File: config.mk
export PLATFORM = sky130hd
export DESIGN_NAME = regfile_sequencer_flat
export DESIGN_NICKNAME = d
export VERILOG_FILES = /design/src/rtl/regfile_sequencer_if.sv /design/src/rtl/regfile_sequencer.sv /design/src/flat_wrapper.sv
export SDC_FILE = /design/constraint.sdc
export NUM_CORES = 1
export LEC_CHECK = 0
export ABC_AREA = 1
export ABC_CLOCK_PERIOD_IN_PS = 2540
export CAP_MARGIN = 20
export CORE_MARGIN = 1
export CORE_UTILIZATION = 54
export CTS_BUF_LIST = sky130_fd_sc_hd__clkbuf_8
export DETAILED_ROUTE_END_ITERATION = 12
export PLACE_DENSITY = 0.87
export SETUP_SLACK_MARGIN = 0.1
export SKIP_CTS_REPAIR_TIMING = 1
export SLEW_MARGIN = 20
export SYNTH_ARGS = -nofsm -noshare
export SYNTH_HDL_FRONTEND = slang
export SYNTH_SLANG_ARGS = --single-unit
export TNS_END_PERCENT = 20
File: constraint.sdc
create_clock -name phi1 -period 2.54 [get_ports phi1]
set_input_delay 0.635 -clock phi1 [delete_from_list [all_inputs] [get_ports phi1]]
set_output_delay 0.635 -clock phi1 [all_outputs]
set_load 0.01 [all_outputs]
File: src/rtl/regfile_sequencer_if.sv
// Request/control bundle between the requesters, the sequencer and the register file.
//   master: requester side, which drives req/op/sel/two and observes ack/err/busy/gnt and the controls.
//   slave : sequencer side, which receives the requests and drives every handshake and control output.
interface regfile_sequencer_if;
    localparam int unsigned OP_W  = 3;
    localparam int unsigned SEL_W = 3;

    logic             req0, req1;
    logic [OP_W-1:0]  op0, op1;
    logic [SEL_W-1:0] sel0, sel1;
    logic             two0, two1;

    logic ack0, ack1, err, busy, gnt;
    logic bc_rw, de_rw, hl_rw, wz_rw, pc_rw, sp_rw;
    logic rreg_rd, lreg_rd, rreg_wr, lreg_wr, dreg_rd, dreg_wr;
    logic dreg_inc, dreg_dec, dreg_cnt, dreg_cnt2;

    modport master (
        output req0, req1, op0, op1, sel0, sel1, two0, two1,
        input  ack0, ack1, err, busy, gnt,
        input  bc_rw, de_rw, hl_rw, wz_rw, pc_rw, sp_rw,
        input  rreg_rd, lreg_rd, rreg_wr, lreg_wr, dreg_rd, dreg_wr,
        input  dreg_inc, dreg_dec, dreg_cnt, dreg_cnt2
    );

    modport slave (
        input  req0, req1, op0, op1, sel0, sel1, two0, two1,
        output ack0, ack1, err, busy, gnt,
        output bc_rw, de_rw, hl_rw, wz_rw, pc_rw, sp_rw,
        output rreg_rd, lreg_rd, rreg_wr, lreg_wr, dreg_rd, dreg_wr,
        output dreg_inc, dreg_dec, dreg_cnt, dreg_cnt2
    );
endinterface

File: src/rtl/regfile_sequencer.sv
// Round-robin arbiter plus strobe sequencer for the 16-bit register file.
// Grants req0 (fetch) or req1 (execute), then drives a one-hot pair select,
// a setup phase, one or two strobe pulses and a one-cycle ack.
// Ports:
//   phi1 : clock, all state changes on its rising edge
//   rst  : asynchronous reset, active-high
//   bus  : regfile_sequencer_if.slave (requests in; ack/err/busy/gnt, selects, strobes, inc/dec out)
// Parameters: SETUP_CYC (1..4) select-to-strobe cycles, STROBE_CYC (1..4) strobe width.
// Optional feature: define REGSEQ_OPCHECK_EN to reject op==NOP or sel>5 with an immediate ack+err.
module regfile_sequencer #(
    parameter int unsigned SETUP_CYC  = 1,
    parameter int unsigned STROBE_CYC = 1
) (
    input  logic               phi1,
    input  logic               rst,
    regfile_sequencer_if.slave bus
);
    localparam int unsigned CNT_W = 2;
    localparam logic [2:0] OP_NOP = 3'd0, OP_RDL = 3'd1, OP_RDH = 3'd2, OP_WRL = 3'd3;
    localparam logic [2:0] OP_WRH = 3'd4, OP_ADR = 3'd5, OP_INC = 3'd6, OP_DEC = 3'd7;
    // bit positions inside strb_q
    localparam int unsigned B_RREG_RD = 5, B_LREG_RD = 4, B_RREG_WR = 3;
    localparam int unsigned B_LREG_WR = 2, B_DREG_RD = 1, B_DREG_WR = 0;

    typedef enum logic [2:0] {IDLE, SETUP, STRB, MID, STRB2, HOLD} state_e;

    state_e           state_q, state_d;
    logic [CNT_W-1:0] cnt_q, cnt_d;
    logic [2:0]       op_q, op_d, sel_q, sel_d;
    logic             two_q, two_d, gnt_q, gnt_d, prio_q, prio_d, rej_q, rej_d;
    logic             ack0_q, ack0_d, ack1_q, ack1_d, err_q, err_d, busy_q, busy_d;
    logic [5:0]       pair_q, pair_d;
    logic [5:0]       strb_q, strb_d;
    logic [3:0]       idc_q, idc_d;     // {inc, dec, cnt, cnt2}

    logic       pick;
    logic [2:0] pick_op, pick_sel;
    logic       bad, incdec, active;

    // Next state: arbitration, operand latch and phase counting
    always_comb begin
        state_d  = state_q;
        cnt_d    = cnt_q;
        op_d     = op_q;
        sel_d    = sel_q;
        two_d    = two_q;
        gnt_d    = gnt_q;
        prio_d   = prio_q;
        rej_d    = rej_q;
        pick     = (bus.req0 && bus.req1) ? prio_q : bus.req1;
        pick_op  = pick ? bus.op1 : bus.op0;
        pick_sel = pick ? bus.sel1 : bus.sel0;
        incdec   = (op_q == OP_INC) || (op_q == OP_DEC);
`ifdef REGSEQ_OPCHECK_EN
        bad      = (pick_op == OP_NOP) || (pick_sel > 3'd5);
`else
        bad      = 1'b0;
`endif
        unique case (state_q)
            IDLE: begin
                // The requester drops req on the edge after ack, so skip sampling while ack is out.
                if ((bus.req0 || bus.req1) && !(ack0_q || ack1_q)) begin
                    gnt_d   = pick;
                    prio_d  = ~pick;
                    op_d    = pick_op;
                    sel_d   = pick_sel;
                    two_d   = pick ? bus.two1 : bus.two0;
                    rej_d   = bad;
                    cnt_d   = CNT_W'(SETUP_CYC - 1);
                    state_d = bad ? HOLD : SETUP;
                end
            end
            SETUP: begin
                if (cnt_q == '0) begin
                    state_d = STRB;
                    cnt_d   = CNT_W'(STROBE_CYC - 1);
                end else begin
                    cnt_d = cnt_q - 1'b1;
                end
            end
            STRB: begin
                if (cnt_q == '0) state_d = incdec ? MID : HOLD;
                else             cnt_d   = cnt_q - 1'b1;
            end
            MID: begin
                state_d = STRB2;
                cnt_d   = CNT_W'(STROBE_CYC - 1);
            end
            STRB2: begin
                if (cnt_q == '0) state_d = HOLD;
                else             cnt_d   = cnt_q - 1'b1;
            end
            HOLD:    state_d = IDLE;
            default: state_d = IDLE;
        endcase
    end

    // Outputs follow the current state one cycle later, so select/inc/dec settle before strobes.
    always_comb begin
        active = (state_q != IDLE);
        busy_d = active;
        ack0_d = (state_q == HOLD) && !gnt_q;
        ack1_d = (state_q == HOLD) && gnt_q;
`ifdef REGSEQ_OPCHECK_EN
        err_d  = (state_q == HOLD) && rej_q;
`else
        err_d  = 1'b0;
`endif
        pair_d = '0;
        idc_d  = '0;
        strb_d = '0;
        if (active && !rej_q) begin
            pair_d = 6'b000001 << sel_q;   // sel 6/7 shifts out: no pair selected
            if (incdec) idc_d = {op_q == OP_INC, op_q == OP_DEC, !two_q, two_q};
        end
        if (state_q == STRB) begin
            unique case (op_q)
                OP_RDL:                 strb_d[B_RREG_RD] = 1'b1;
                OP_RDH:                 strb_d[B_LREG_RD] = 1'b1;
                OP_WRL:                 strb_d[B_RREG_WR] = 1'b1;
                OP_WRH:                 strb_d[B_LREG_WR] = 1'b1;
                OP_ADR, OP_INC, OP_DEC: strb_d[B_DREG_RD] = 1'b1;
                default: ;
            endcase
        end
        if (state_q == STRB2) strb_d[B_DREG_WR] = 1'b1;
    end

    always_ff @(posedge phi1 or posedge rst) begin
        if (rst) begin
            state_q <= IDLE;
            cnt_q   <= '0;
            op_q    <= '0;
            sel_q   <= '0;
            two_q   <= 1'b0;
            gnt_q   <= 1'b0;
            prio_q  <= 1'b0;
            rej_q   <= 1'b0;
            ack0_q  <= 1'b0;
            ack1_q  <= 1'b0;
            err_q   <= 1'b0;
            busy_q  <= 1'b0;
            pair_q  <= '0;
            strb_q  <= '0;
            idc_q   <= '0;
        end else begin
            state_q <= state_d;
            cnt_q   <= cnt_d;
            op_q    <= op_d;
            sel_q   <= sel_d;
            two_q   <= two_d;
            gnt_q   <= gnt_d;
            prio_q  <= prio_d;
            rej_q   <= rej_d;
            ack0_q  <= ack0_d;
            ack1_q  <= ack1_d;
            err_q   <= err_d;
            busy_q  <= busy_d;
            pair_q  <= pair_d;
            strb_q  <= strb_d;
            idc_q   <= idc_d;
        end
    end

    assign bus.ack0      = ack0_q;
    assign bus.ack1      = ack1_q;
    assign bus.err       = err_q;
    assign bus.busy      = busy_q;
    assign bus.gnt       = gnt_q;
    assign bus.bc_rw     = pair_q[0];
    assign bus.de_rw     = pair_q[1];
    assign bus.hl_rw     = pair_q[2];
    assign bus.wz_rw     = pair_q[3];
    assign bus.pc_rw     = pair_q[4];
    assign bus.sp_rw     = pair_q[5];
    assign bus.rreg_rd   = strb_q[B_RREG_RD];
    assign bus.lreg_rd   = strb_q[B_LREG_RD];
    assign bus.rreg_wr   = strb_q[B_RREG_WR];
    assign bus.lreg_wr   = strb_q[B_LREG_WR];
    assign bus.dreg_rd   = strb_q[B_DREG_RD];
    assign bus.dreg_wr   = strb_q[B_DREG_WR];
    assign bus.dreg_inc  = idc_q[3];
    assign bus.dreg_dec  = idc_q[2];
    assign bus.dreg_cnt  = idc_q[1];
    assign bus.dreg_cnt2 = idc_q[0];
endmodule
File: src/flat_wrapper.sv
// flat-port wrapper written by rule: the top's interface ports become plain ports
module regfile_sequencer_flat 
#(
    parameter int unsigned SETUP_CYC  = 1,
    parameter int unsigned STROBE_CYC = 1
)
  (phi1, rst, bus_req0, bus_req1, bus_op0, bus_op1, bus_sel0, bus_sel1, bus_two0, bus_two1, bus_ack0, bus_ack1, bus_err, bus_busy, bus_gnt, bus_bc_rw, bus_de_rw, bus_hl_rw, bus_wz_rw, bus_pc_rw, bus_sp_rw, bus_rreg_rd, bus_lreg_rd, bus_rreg_wr, bus_lreg_wr, bus_dreg_rd, bus_dreg_wr, bus_dreg_inc, bus_dreg_dec, bus_dreg_cnt, bus_dreg_cnt2);
  regfile_sequencer_if bus_i ();
  input  logic phi1;
  input  logic rst;
  input wire logic [$bits(bus_i.req0)-1:0] bus_req0;
  input wire logic [$bits(bus_i.req1)-1:0] bus_req1;
  input wire logic [$bits(bus_i.op0)-1:0] bus_op0;
  input wire logic [$bits(bus_i.op1)-1:0] bus_op1;
  input wire logic [$bits(bus_i.sel0)-1:0] bus_sel0;
  input wire logic [$bits(bus_i.sel1)-1:0] bus_sel1;
  input wire logic [$bits(bus_i.two0)-1:0] bus_two0;
  input wire logic [$bits(bus_i.two1)-1:0] bus_two1;
  output wire logic [$bits(bus_i.ack0)-1:0] bus_ack0;
  output wire logic [$bits(bus_i.ack1)-1:0] bus_ack1;
  output wire logic [$bits(bus_i.err)-1:0] bus_err;
  output wire logic [$bits(bus_i.busy)-1:0] bus_busy;
  output wire logic [$bits(bus_i.gnt)-1:0] bus_gnt;
  output wire logic [$bits(bus_i.bc_rw)-1:0] bus_bc_rw;
  output wire logic [$bits(bus_i.de_rw)-1:0] bus_de_rw;
  output wire logic [$bits(bus_i.hl_rw)-1:0] bus_hl_rw;
  output wire logic [$bits(bus_i.wz_rw)-1:0] bus_wz_rw;
  output wire logic [$bits(bus_i.pc_rw)-1:0] bus_pc_rw;
  output wire logic [$bits(bus_i.sp_rw)-1:0] bus_sp_rw;
  output wire logic [$bits(bus_i.rreg_rd)-1:0] bus_rreg_rd;
  output wire logic [$bits(bus_i.lreg_rd)-1:0] bus_lreg_rd;
  output wire logic [$bits(bus_i.rreg_wr)-1:0] bus_rreg_wr;
  output wire logic [$bits(bus_i.lreg_wr)-1:0] bus_lreg_wr;
  output wire logic [$bits(bus_i.dreg_rd)-1:0] bus_dreg_rd;
  output wire logic [$bits(bus_i.dreg_wr)-1:0] bus_dreg_wr;
  output wire logic [$bits(bus_i.dreg_inc)-1:0] bus_dreg_inc;
  output wire logic [$bits(bus_i.dreg_dec)-1:0] bus_dreg_dec;
  output wire logic [$bits(bus_i.dreg_cnt)-1:0] bus_dreg_cnt;
  output wire logic [$bits(bus_i.dreg_cnt2)-1:0] bus_dreg_cnt2;
  assign bus_i.req0 = bus_req0;
  assign bus_i.req1 = bus_req1;
  assign bus_i.op0 = bus_op0;
  assign bus_i.op1 = bus_op1;
  assign bus_i.sel0 = bus_sel0;
  assign bus_i.sel1 = bus_sel1;
  assign bus_i.two0 = bus_two0;
  assign bus_i.two1 = bus_two1;
  assign bus_ack0 = bus_i.ack0;
  assign bus_ack1 = bus_i.ack1;
  assign bus_err = bus_i.err;
  assign bus_busy = bus_i.busy;
  assign bus_gnt = bus_i.gnt;
  assign bus_bc_rw = bus_i.bc_rw;
  assign bus_de_rw = bus_i.de_rw;
  assign bus_hl_rw = bus_i.hl_rw;
  assign bus_wz_rw = bus_i.wz_rw;
  assign bus_pc_rw = bus_i.pc_rw;
  assign bus_sp_rw = bus_i.sp_rw;
  assign bus_rreg_rd = bus_i.rreg_rd;
  assign bus_lreg_rd = bus_i.lreg_rd;
  assign bus_rreg_wr = bus_i.rreg_wr;
  assign bus_lreg_wr = bus_i.lreg_wr;
  assign bus_dreg_rd = bus_i.dreg_rd;
  assign bus_dreg_wr = bus_i.dreg_wr;
  assign bus_dreg_inc = bus_i.dreg_inc;
  assign bus_dreg_dec = bus_i.dreg_dec;
  assign bus_dreg_cnt = bus_i.dreg_cnt;
  assign bus_dreg_cnt2 = bus_i.dreg_cnt2;
  regfile_sequencer #(.SETUP_CYC(SETUP_CYC), .STROBE_CYC(STROBE_CYC)) u_core (.phi1(phi1), .rst(rst), .bus(bus_i));
endmodule
* After elaboration in Yosys (flattened, before gate mapping) *
Index checks and enable logic that the tools add are counted.

cells by class
  $add $sub $neg = 1
  equality and inequality tests = 17
  shift operators = 1
  muxes and demuxes = 24
  bitwise gates (word level) = 1
  reductions and logical operators = 19

operator list
  kind                   number
  $mux W3                7
  $eq A3 B3 Y1 const B   6
  $pmux W3 S5            1
  $eq A3 B2 Y1 const B   4
  $mux W1                8
  $mux W4                2
  $ne A2 B1 Y1 const B   4
  $pmux W2 S4            1
  $eq A3 B1 Y1 const B   2
  $mux W2                3
  $mux W6                1
  $shl A1 B3 Y6 const A  1
  $mux W5                1
  $logic_and A1 B1 Y1    4
  $reduce_and A4 Y1      1
  $reduce_bool A4 Y1     1
  $logic_not A1 Y1       3
  $logic_not A3 Y1       1
  $logic_or A1 B1 Y1     3
  $reduce_and A3 Y1      1
  $reduce_bool A3 Y1     1
  $reduce_or A3 Y1       1
  $logic_not A2 Y1       1
  $ne A2 B2 Y1 const B   1
  other kinds (4)        4

word-level totals
  register bits = 33
  input bits = 18
  output and inout port bits = 21
  logic and storage cells = 76

* Longest topological paths before layout *
Gate-level depths: netlist of run 1.

  word-level depth = 5
  mapped depth = 7
  depth with buffers taken out = 7

* Least setup slack after synthesis of run 1 *
OpenSTA, ideal clock, no wires.

  kind = input -> register
  from = input bus_req0
  to = register u_core.sel_q[0]
  library setup time = 0.117 ns
  arrival = 1.220 ns
  required time = 2.423 ns
  slack = 1.203 ns
  stages on the path = 6
  path buffers = 1
  path through = inv_2 -> o21ai_2 -> buf_2 -> o21ai_0 -> nand2_1 -> o21ai_2

between the ends
  longest elaborated chain between the ends = 3
  elaborated cells between the ends (all ways) = 6
  classes of those cells = mux: 2; reduce/logical: 4

RTL lines
  element                                                           RTL line                                          RTL
  start: declaration                                                flat_wrapper.sv:11                                input wire logic [$bits(bus_i.req0)-1:0] bus_req0;
  $logic_and A1 B1 Y1 / $logic_or A1 B1 Y1 (equally long branches)  regfile_sequencer.sv:50, regfile_sequencer.sv:62
  $mux W1 / $logic_and A1 B1 Y1 (equally long branches)             regfile_sequencer.sv:50, regfile_sequencer.sv:62
  $mux W3 / $reduce_and A2 Y1 (equally long branches)               --
  end signal: assignment                                            regfile_sequencer.sv:150                          sel_q <= sel_d;
  end: declaration                                                  regfile_sequencer.sv:29                           logic [2:0] op_q, op_d, sel_q, sel_d;

Several ways; a longest one is shown, not always the timed one.
A chain may end at the register's enable or synchronous reset.

* Final worst setup path of run 1 *
  from = register u_core.gnt_q, in the netlist u_core.bus.gnt
  to = output bus_gnt

RTL lines
  element                   RTL line                  RTL
  start: declaration        regfile_sequencer.sv:30   logic two_q, two_d, gnt_q, gnt_d, prio_q, prio_d, rej_q, rej_d;
  start signal: assignment  regfile_sequencer.sv:152  gnt_q <= gnt_d;
  end: declaration          flat_wrapper.sv:23        output wire logic [$bits(bus_i.gnt)-1:0] bus_gnt;

No word-level cell between the ends.

==> results of run 1 <==
[sequential cells by signal, summed over array words and instances, names as in the netlist, 2 cells and up]
signal and count:
u_core.cnt_q 2, u_core.strb_q 6, u_core.idc_q 4, u_core.op_q 3, u_core.sel_q 3, u_core.state_q 3, u_core.pair_q 6
[per-layer routing]
layer | part of all wire (%) | vias to the layer above | track usage, %
li1 | - | 622 | -
met4 | 2.3 | 0 | 12.1
met2 | 48 | 34 | 41.8
met5 | 0 | - | 0
met1 | 45 | 561 | 30.3
met3 | 4.7 | 8 | 9.84
[area by class of cell]
type | instances | area share, %
inverter | 32 | 5.90
clock inverter | 2 | 1.66
clock buffer | 6 | 4.06
sequential | 33 | 40.6
tap | 30 | 1.84
multi-input combinational | 105 | 27.4
timing repair buffer | 38 | 18.6
[Yosys cell counts, drive strengths merged]
library cell / number
inv: 32
nand4: 1
nor2: 11
ha: 3
a21oi: 3
dfrtp: 33
nor3: 9
nor4: 1
buf: 3
conb: 1
nand2: 47
o21a: 1
o21ai: 19
nand3: 9
[cells by family (layout without fill, tap and decap cells)]
| group | after synthesis | in the layout | synth area share [%] |
|---|---|---|---|
| DFF | 33 | 33 | 54.1 |
| AOI/OAI and AO/OA | 23 | 23 | 8.68 |
| buffers and inverters | 35 | 78 | 9.42 |
| adders and majority gates | 3 | 3 | 2.46 |
| and+or+nand+nor | 78 | 78 | 25.1 |
| other | 1 | 1 | 0.245 |
[worst paths after layout]
check | startpoint | endpoint | slack, ns | cells after the start
setup / recovery | u_core.bus.gnt | bus_gnt | 0.65 | 1
hold / removal | u_core.op_q[1] | u_core.strb_q[2] | 0.49 | 1
setup reg to reg | u_core.state_q[1] | u_core.bus.gnt | 1.24 | 5
hold reg to reg | u_core.op_q[1] | u_core.strb_q[2] | 0.49 | 1
max in group asynchronous | rst | u_core.strb_q[3] | 1.52 | 3
min in group asynchronous | rst | u_core.idc_q[0] | 0.73 | 3
[where the power goes]
part	switching, W	internal [W]	leakage (nW)
Sequential	0.000125	0.000694	0.433
Clock	0.000193	0.000316	0.0626
Combinational	0.000544	0.000374	0.546
Total	0.000863	0.00138	1.04
[stage by stage]
stage	setup slack (ns)	instances	area (µm²)
finish	0.647	246	2040
global route	0.610	246	2040
CTS	0.642	246	2040
detailed placement	0.548	238	1920
global placement	0.610	238	1920
floorplan	1.19	173	1530
==> results.txt, run 1 <==
Status -> finished, final reports clean
Initial Utilization -> 59.5%
Crit end category -> primary output
Worst hold-check path type -> reg -> reg
DRT iter0 DRCs -> 30
Die Y -> 55.2 µm
CP Class -> reg -> out
Antenna viol nets, final -> 0
H-tree levels -> 2
Max-Cap Viols -> 0
Max frequency -> 528 MHz
Core ar. -> 2570 µm²
Pwr dens -> 1100 nW/µm²
Share of cells above drive strength 1 -> 12.0%
Largest net degree at the start of global routing -> 34
Clock Tree Buf Depth -> 2
Synth Register Bits -> 33
Max Slew Vio Count -> 0
Nets -> 236
WP data required -> 1.90 ns
Unrepaired setup endpoints after global routing -> false
Lkg Pwr -> 1.04 nW
Area Growth Syn to Fin -> 33.3%
Synthesized area per cell -> 8.83 µm²
Overall power -> 0.00225 W
Total wire length after detailed routing -> 3.06 mm
GRT overflow -> 0
Multi-input gate area -> 558 µm²
DRT Pass-1 Iters -> 4
DP HPWL -> 2.26 mm
DR vias/cell -> 4.98
IR drop worst, VDD -> 0.000893 V
Crit-path leading delay family -> buffers and inverters
# fillers -> 185
Hold slack -> 0.486 ns
Leading cell types in the layout, fill and taps excluded -> 41 x nand2_1, 37 x clkdlybuf4s50_1, 33 x dfrtp_1
Via count -> 1225
Port Buffer Count -> 37
Area leader, netlist -> dfrtp_1
Post-layout util -> 79.3%
Row count -> 18
Final Hold Viols -> 0
Die Area -> 3050 µm²
Clk pin slew, worst setup/hold paths -> 0.07 ns
Global Route Usage Sum -> 25.9%
# IOs -> 39
Area share of the leading cell type in the synthesized netlist -> 54.1%
Cell variety after synth -> 26
Commonest non-fill, non-tap cell in the layout -> nand2_1
Worst path slowest cell -> clkdlybuf4s50_1
Sequential element share of the synthesized area -> 54.1%
Clock sinks -> 33
Ys Warns -> 0
Syn nets -> 194
CTS Buf Count -> 5
Startpoint Class -> flop
Vias in the first global route -> 1152
Final Critical Period -> 1.89 ns
Initial antenna violation count -> 0
Skew final -> 0.00392 ns
Register area -> 826 µm²
Synth top area cells -> dfrtp_1 54%, nand2_1 10%, inv_1 7.4%
CP bufs+invs -> 1
Setup TNS -> 0 ns
CP max FO -> 4
Synth Instances -> 173
Final setup viols -> 0
Crit-path max cell delay -> 0.56 ns
CP cell instances -> clkdlybuf4s50_1
Wirelength per Cell -> 12.4 µm
DIE WIDTH -> 55.2 µm
Worst-Skew Late Latency -> 0.29 ns
Antenna diodes -> 0
Root buf cell -> clkbuf_8
Worst EP arrival -> 1.26 ns
Cell area after synthesis -> 1530 µm²
CTS tree -> built
Drc violations -> 0
Final period utilization -> 74.5%
First-pass GRT wire length -> 5.11 mm
GP Congestion -> 0.884
No activity file was read; power rests on OpenSTA's default activity.
==> run 2: changes to the inputs <==
ABC_CLOCK_PERIOD_IN_PS = 1950   (was 2540)
CORE_UTILIZATION = 50   (was 54)
PLACE_DENSITY = 0.81   (was 0.87)
clock period = 1.95 ns   (was 2.54 ns; I/O delays follow)
==> results.txt, run 2 (same netlist as run 1, synthesis figures left out) <==
Status -> complete, but fails checks
Failing checks -> design-rule violations
Startpoint Class -> flop
Crit-path leading delay family -> buffers and inverters
Pwr dens -> 1370 nW/µm²
Wirelength per Cell -> 12.5 µm
Largest regs -> u_core.pair_q (6), u_core.strb_q (6), u_core.idc_q (4)
CTS tree -> built
CP max FO -> 4
Area Growth Syn to Fin -> 31.9%
Max Slew Vio Count -> 0
Worst EP arrival -> 1.26 ns
Overall power -> 0.00277 W
Wire length on met1 -> 1.29 mm
Initial Utilization -> 54.0%
Die Y -> 57.3 µm
Initial antenna violation count -> 0
Final period utilization -> 89.4%
GP Congestion -> 0.754
Max frequency -> 574 MHz
Sequential share of power -> 38.6%
Unrepaired setup endpoints after global routing -> false
Commonest non-fill, non-tap cell in the layout -> nand2_1
DIE WIDTH -> 57.3 µm
Clock sinks -> 33
DRT iter0 DRCs -> 66
Worst path slowest cell -> clkdlybuf4s50_1
DR vias/cell -> 5.10
Switch share -> 40.7%
Share of cells above drive strength 1 -> 12.9%
Port Buffer Count -> 37
Worst hold-check path type -> reg -> reg
Antenna viol nets, final -> 0
Antenna diodes -> 0
Skew final -> 0.00230 ns
WP data required -> 1.46 ns
Root buf cell -> clkbuf_8
Final setup viols -> 0
Routed wl met2 -> 1.57 mm
Global Route Usage Sum -> 21.6%
Number of placed instances, taps included -> 240
Setup TNS -> 0 ns
# IOs -> 39
CTS Buf Count -> 5
Lkg Pwr -> 1.03 nW
Crit-path max cell delay -> 0.56 ns
Worst-Skew Late Latency -> 0.28 ns
Leading cell types in the layout, fill and taps excluded -> 41 x nand2_1, 37 x clkdlybuf4s50_1, 33 x dfrtp_1
Metal3 WL -> 213 µm
Die Area -> 3280 µm²
Clock Tree Buf Depth -> 2
Drc violations -> 3
IR drop worst, VDD -> 0.000948 V
H-tree levels -> 2
Hold slack -> 0.482 ns
First-pass GRT wire length -> 5.26 mm
DP HPWL -> 2.41 mm
Power share of the clock group -> 17.8%
CP bufs+invs -> 1
Total wire length after detailed routing -> 3.10 mm
Largest net degree at the start of global routing -> 34
GRT overflow -> 0
Max-Cap Viols -> 0
Reported net switching power -> 0.00113 W
Row count -> 19
Pint -> 0.00164 W
Nets -> 237
Vias in the first global route -> 1192
DRT Pass-1 Iters -> 9
Clk pin slew, worst setup/hold paths -> 0.07 ns
Core ar. -> 2830 µm²
Final Critical Period -> 1.74 ns
Via count -> 1264
Non-Filler Instances -> 248
Final Hold Viols -> 0
Share of power burned in combinational logic -> 43.6%
CP Class -> reg -> out
CP cell instances -> clkdlybuf4s50_1
Highest metal used -> met4
Crit end category -> primary output
==> run 2: power groups by stage <==
stage / logic (W) / registers, W / clock network (W)
2_1_floorplan: 0.000771 / 0.00110 / 0
3_3_place_gp: 0.00114 / 0.00106 / 0
5_1_grt: 0.00133 / 0.00110 / 0.000538
3_5_place_dp: 0.00120 / 0.00108 / 0
6_report: 0.00121 / 0.00107 / 0.000492
4_1_cts: 0.00121 / 0.00107 / 0.000500
==> run 2: metal layers <==
layer	global-route usage [%]	up-vias
met4	4.18	0
met2	38.5	50
met3	6.58	5
li1	-	622
met1	26.1	587
met5	0	-
==> run 2: final timing paths <==
kind | slack (ns) | cells after the start | to | from
setup reg to reg | 0.62 | 7 | u_core.cnt_q[1] | u_core.state_q[1]
hold reg to reg | 0.48 | 1 | u_core.strb_q[2] | u_core.op_q[1]
max in group asynchronous | 1.06 | 3 | u_core.bus.ack1 | rst
setup / recovery | 0.21 | 1 | bus_gnt | u_core.bus.gnt
min in group asynchronous | 0.60 | 3 | u_core.idc_q[3] | rst
hold / removal | 0.48 | 1 | u_core.strb_q[2] | u_core.op_q[1]
==> run 2: area by class of cell <==
| cell class | count | area (µm²) |
|---|---|---|
| timing repair buffer | 39 | 385 |
| inverter | 32 | 120 |
| tap | 31 | 38.8 |
| fill | 225 | 815 |
| clock buffer | 5 | 68.8 |
| clock inverter | 3 | 17.5 |
| sequential | 33 | 826 |
| multi-input combinational | 105 | 558 |
==> run 2: stage by stage <==
stage | cell area [µm²] | setup slack (ns) | util, %
2_1_floorplan | 1530 | 0.743 | -
3_3_place_gp | 1930 | 0.234 | 68.2
3_5_place_dp | 1930 | 0.181 | 68.2
4_1_cts | 2010 | 0.199 | 71.2
5_1_grt | 2010 | 0.161 | 71.2
6_report | 2010 | 0.207 | 71.2
==> run 3: changes to the inputs <==
MAX_ROUTING_LAYER = met4   (was unset)
==> results.txt, run 3 (same netlist as run 1, synthesis figures left out) <==
CP cell instances -> clkdlybuf4s50_1
Global route hottest layer -> met2
Max frequency -> 573 MHz
Core ar. -> 2830 µm²
Nets -> 237
Share of power burned in combinational logic -> 43.7%
DRT iter0 DRCs -> 67
Reported net switching power -> 0.00113 W
Failing checks -> design-rule violations
WP data required -> 1.46 ns
GRT overflow -> 0
Setup TNS -> 0 ns
Leading cell types in the layout, fill and taps excluded -> 41 x nand2_1, 37 x clkdlybuf4s50_1, 33 x dfrtp_1
DP HPWL -> 2.41 mm
Status -> complete, but fails checks
CTS tree -> built
Skew final -> 0.00231 ns
Area Growth Syn to Fin -> 31.9%
First-pass GRT wire length -> 5.26 mm
Setup ws final -> 0.205 ns
Met3 layer usage reported by global route -> 6.35%
Antenna viol nets, final -> 0
Worst hold-check path type -> reg -> reg
Max-Cap Viols -> 0
Worst EP arrival -> 1.26 ns
Port Buffer Count -> 37
CP max FO -> 4
Pwr dens -> 1380 nW/µm²
Final Critical Period -> 1.74 ns
Clock sinks -> 33
Dpl ws -> 0.181 ns
IR drop worst, VDD -> 0.000953 V
GP Congestion -> 0.764
Fin area -> 2010 µm²
Clk pin slew, worst setup/hold paths -> 0.07 ns
Die Area -> 3280 µm²
# IOs -> 39
Clock Tree Buf Depth -> 2
Crit end category -> primary output
Lkg Pwr -> 1.03 nW
Global Route Usage Sum -> 22.3%
Drc violations -> 3
Final period utilization -> 89.5%
DR vias/cell -> 5.06
Placed cell areas -> 1930 µm²
Antenna diodes -> 0
Met2 Use GR -> 38.5%
CP bufs+invs -> 1
Initial Utilization -> 54.0%
Largest regs -> u_core.pair_q (6), u_core.strb_q (6), u_core.idc_q (4)
Worst path slowest cell -> clkdlybuf4s50_1
Post-layout util -> 71.2%
Wirelength per Cell -> 12.6 µm
CP Class -> reg -> out
Global routing usage on met1 -> 26.3%
Initial antenna violation count -> 0
Total wire length after detailed routing -> 3.12 mm
Final Hold Viols -> 0
Commonest non-fill, non-tap cell in the layout -> nand2_1
Crit-path max cell delay -> 0.56 ns
Root buf cell -> clkbuf_8
Row count -> 19
Pint -> 0.00164 W
CTS Buf Count -> 5
Sequential share of power -> 38.6%
Worst-Skew Late Latency -> 0.28 ns
Power share of the clock group -> 17.8%
Switch share -> 40.8%
Die Y -> 57.3 µm
Hold slack -> 0.482 ns
H-tree levels -> 2
Max Slew Vio Count -> 0
DIE WIDTH -> 57.3 µm
Share of cells above drive strength 1 -> 12.9%
Final setup viols -> 0
Unrepaired setup endpoints after global routing -> false
DRT Pass-1 Iters -> 9
Startpoint Class -> flop
Crit-path leading delay family -> buffers and inverters
Via count -> 1254
Largest net degree at the start of global routing -> 34
Vias in the first global route -> 1192
-- run 3: cell counts in the layout (fill, tap and decap cells not counted) --
Identical to the previous run, type by type.
-- run 3: path summary, 6_finish.rpt --
kind	slack, ns	startpoint	cells past startpoint	end
min in group asynchronous	0.60	rst	3	u_core.idc_q[3]
worst max-delay path	0.21	u_core.bus.gnt	1	bus_gnt
worst min register to register	0.48	u_core.op_q[1]	1	u_core.strb_q[2]
worst max register to register	0.61	u_core.state_q[1]	7	u_core.cnt_q[1]
max in group asynchronous	1.06	rst	3	u_core.bus.ack1
worst min-delay path	0.48	u_core.op_q[1]	1	u_core.strb_q[2]
-- run 3: metal layers --
layer,vias to the layer above,part of all wire [%]
met5,-,0
met4,0,0.99
met3,5,5.7
met2,48,50
met1,581,43
li1,620,-
-- run 3: per-stage QoR --
| stage | power, W | cells |
|---|---|---|
| 6_report | 0.00277 | 248 |
| 5_1_grt | 0.00297 | 248 |
| 4_1_cts | 0.00278 | 248 |
| 3_5_place_dp | 0.00228 | 240 |
| 3_3_place_gp | 0.00220 | 240 |
| 2_1_floorplan | 0.00187 | 173 |
-- run 3: final cells by class --
| type | count | area, µm² |
|---|---|---|
| sequential | 33 | 826 |
| fill | 225 | 815 |
| multi-input combinational | 105 | 558 |
| timing repair buffer | 39 | 385 |
| inverter | 32 | 120 |
| clock buffer | 5 | 68.8 |
| tap | 31 | 38.8 |
| clock inverter | 3 | 17.5 |
-- run 3: power groups by stage --
stage               Sequential, W  Clock [W]  Combinational [W]
floorplan                 0.00110          0           0.000771
global placement          0.00106          0            0.00114
detailed placement        0.00108          0            0.00120
CTS                       0.00107   0.000500            0.00121
global route              0.00110   0.000538            0.00133
finish                    0.00107   0.000493            0.00121
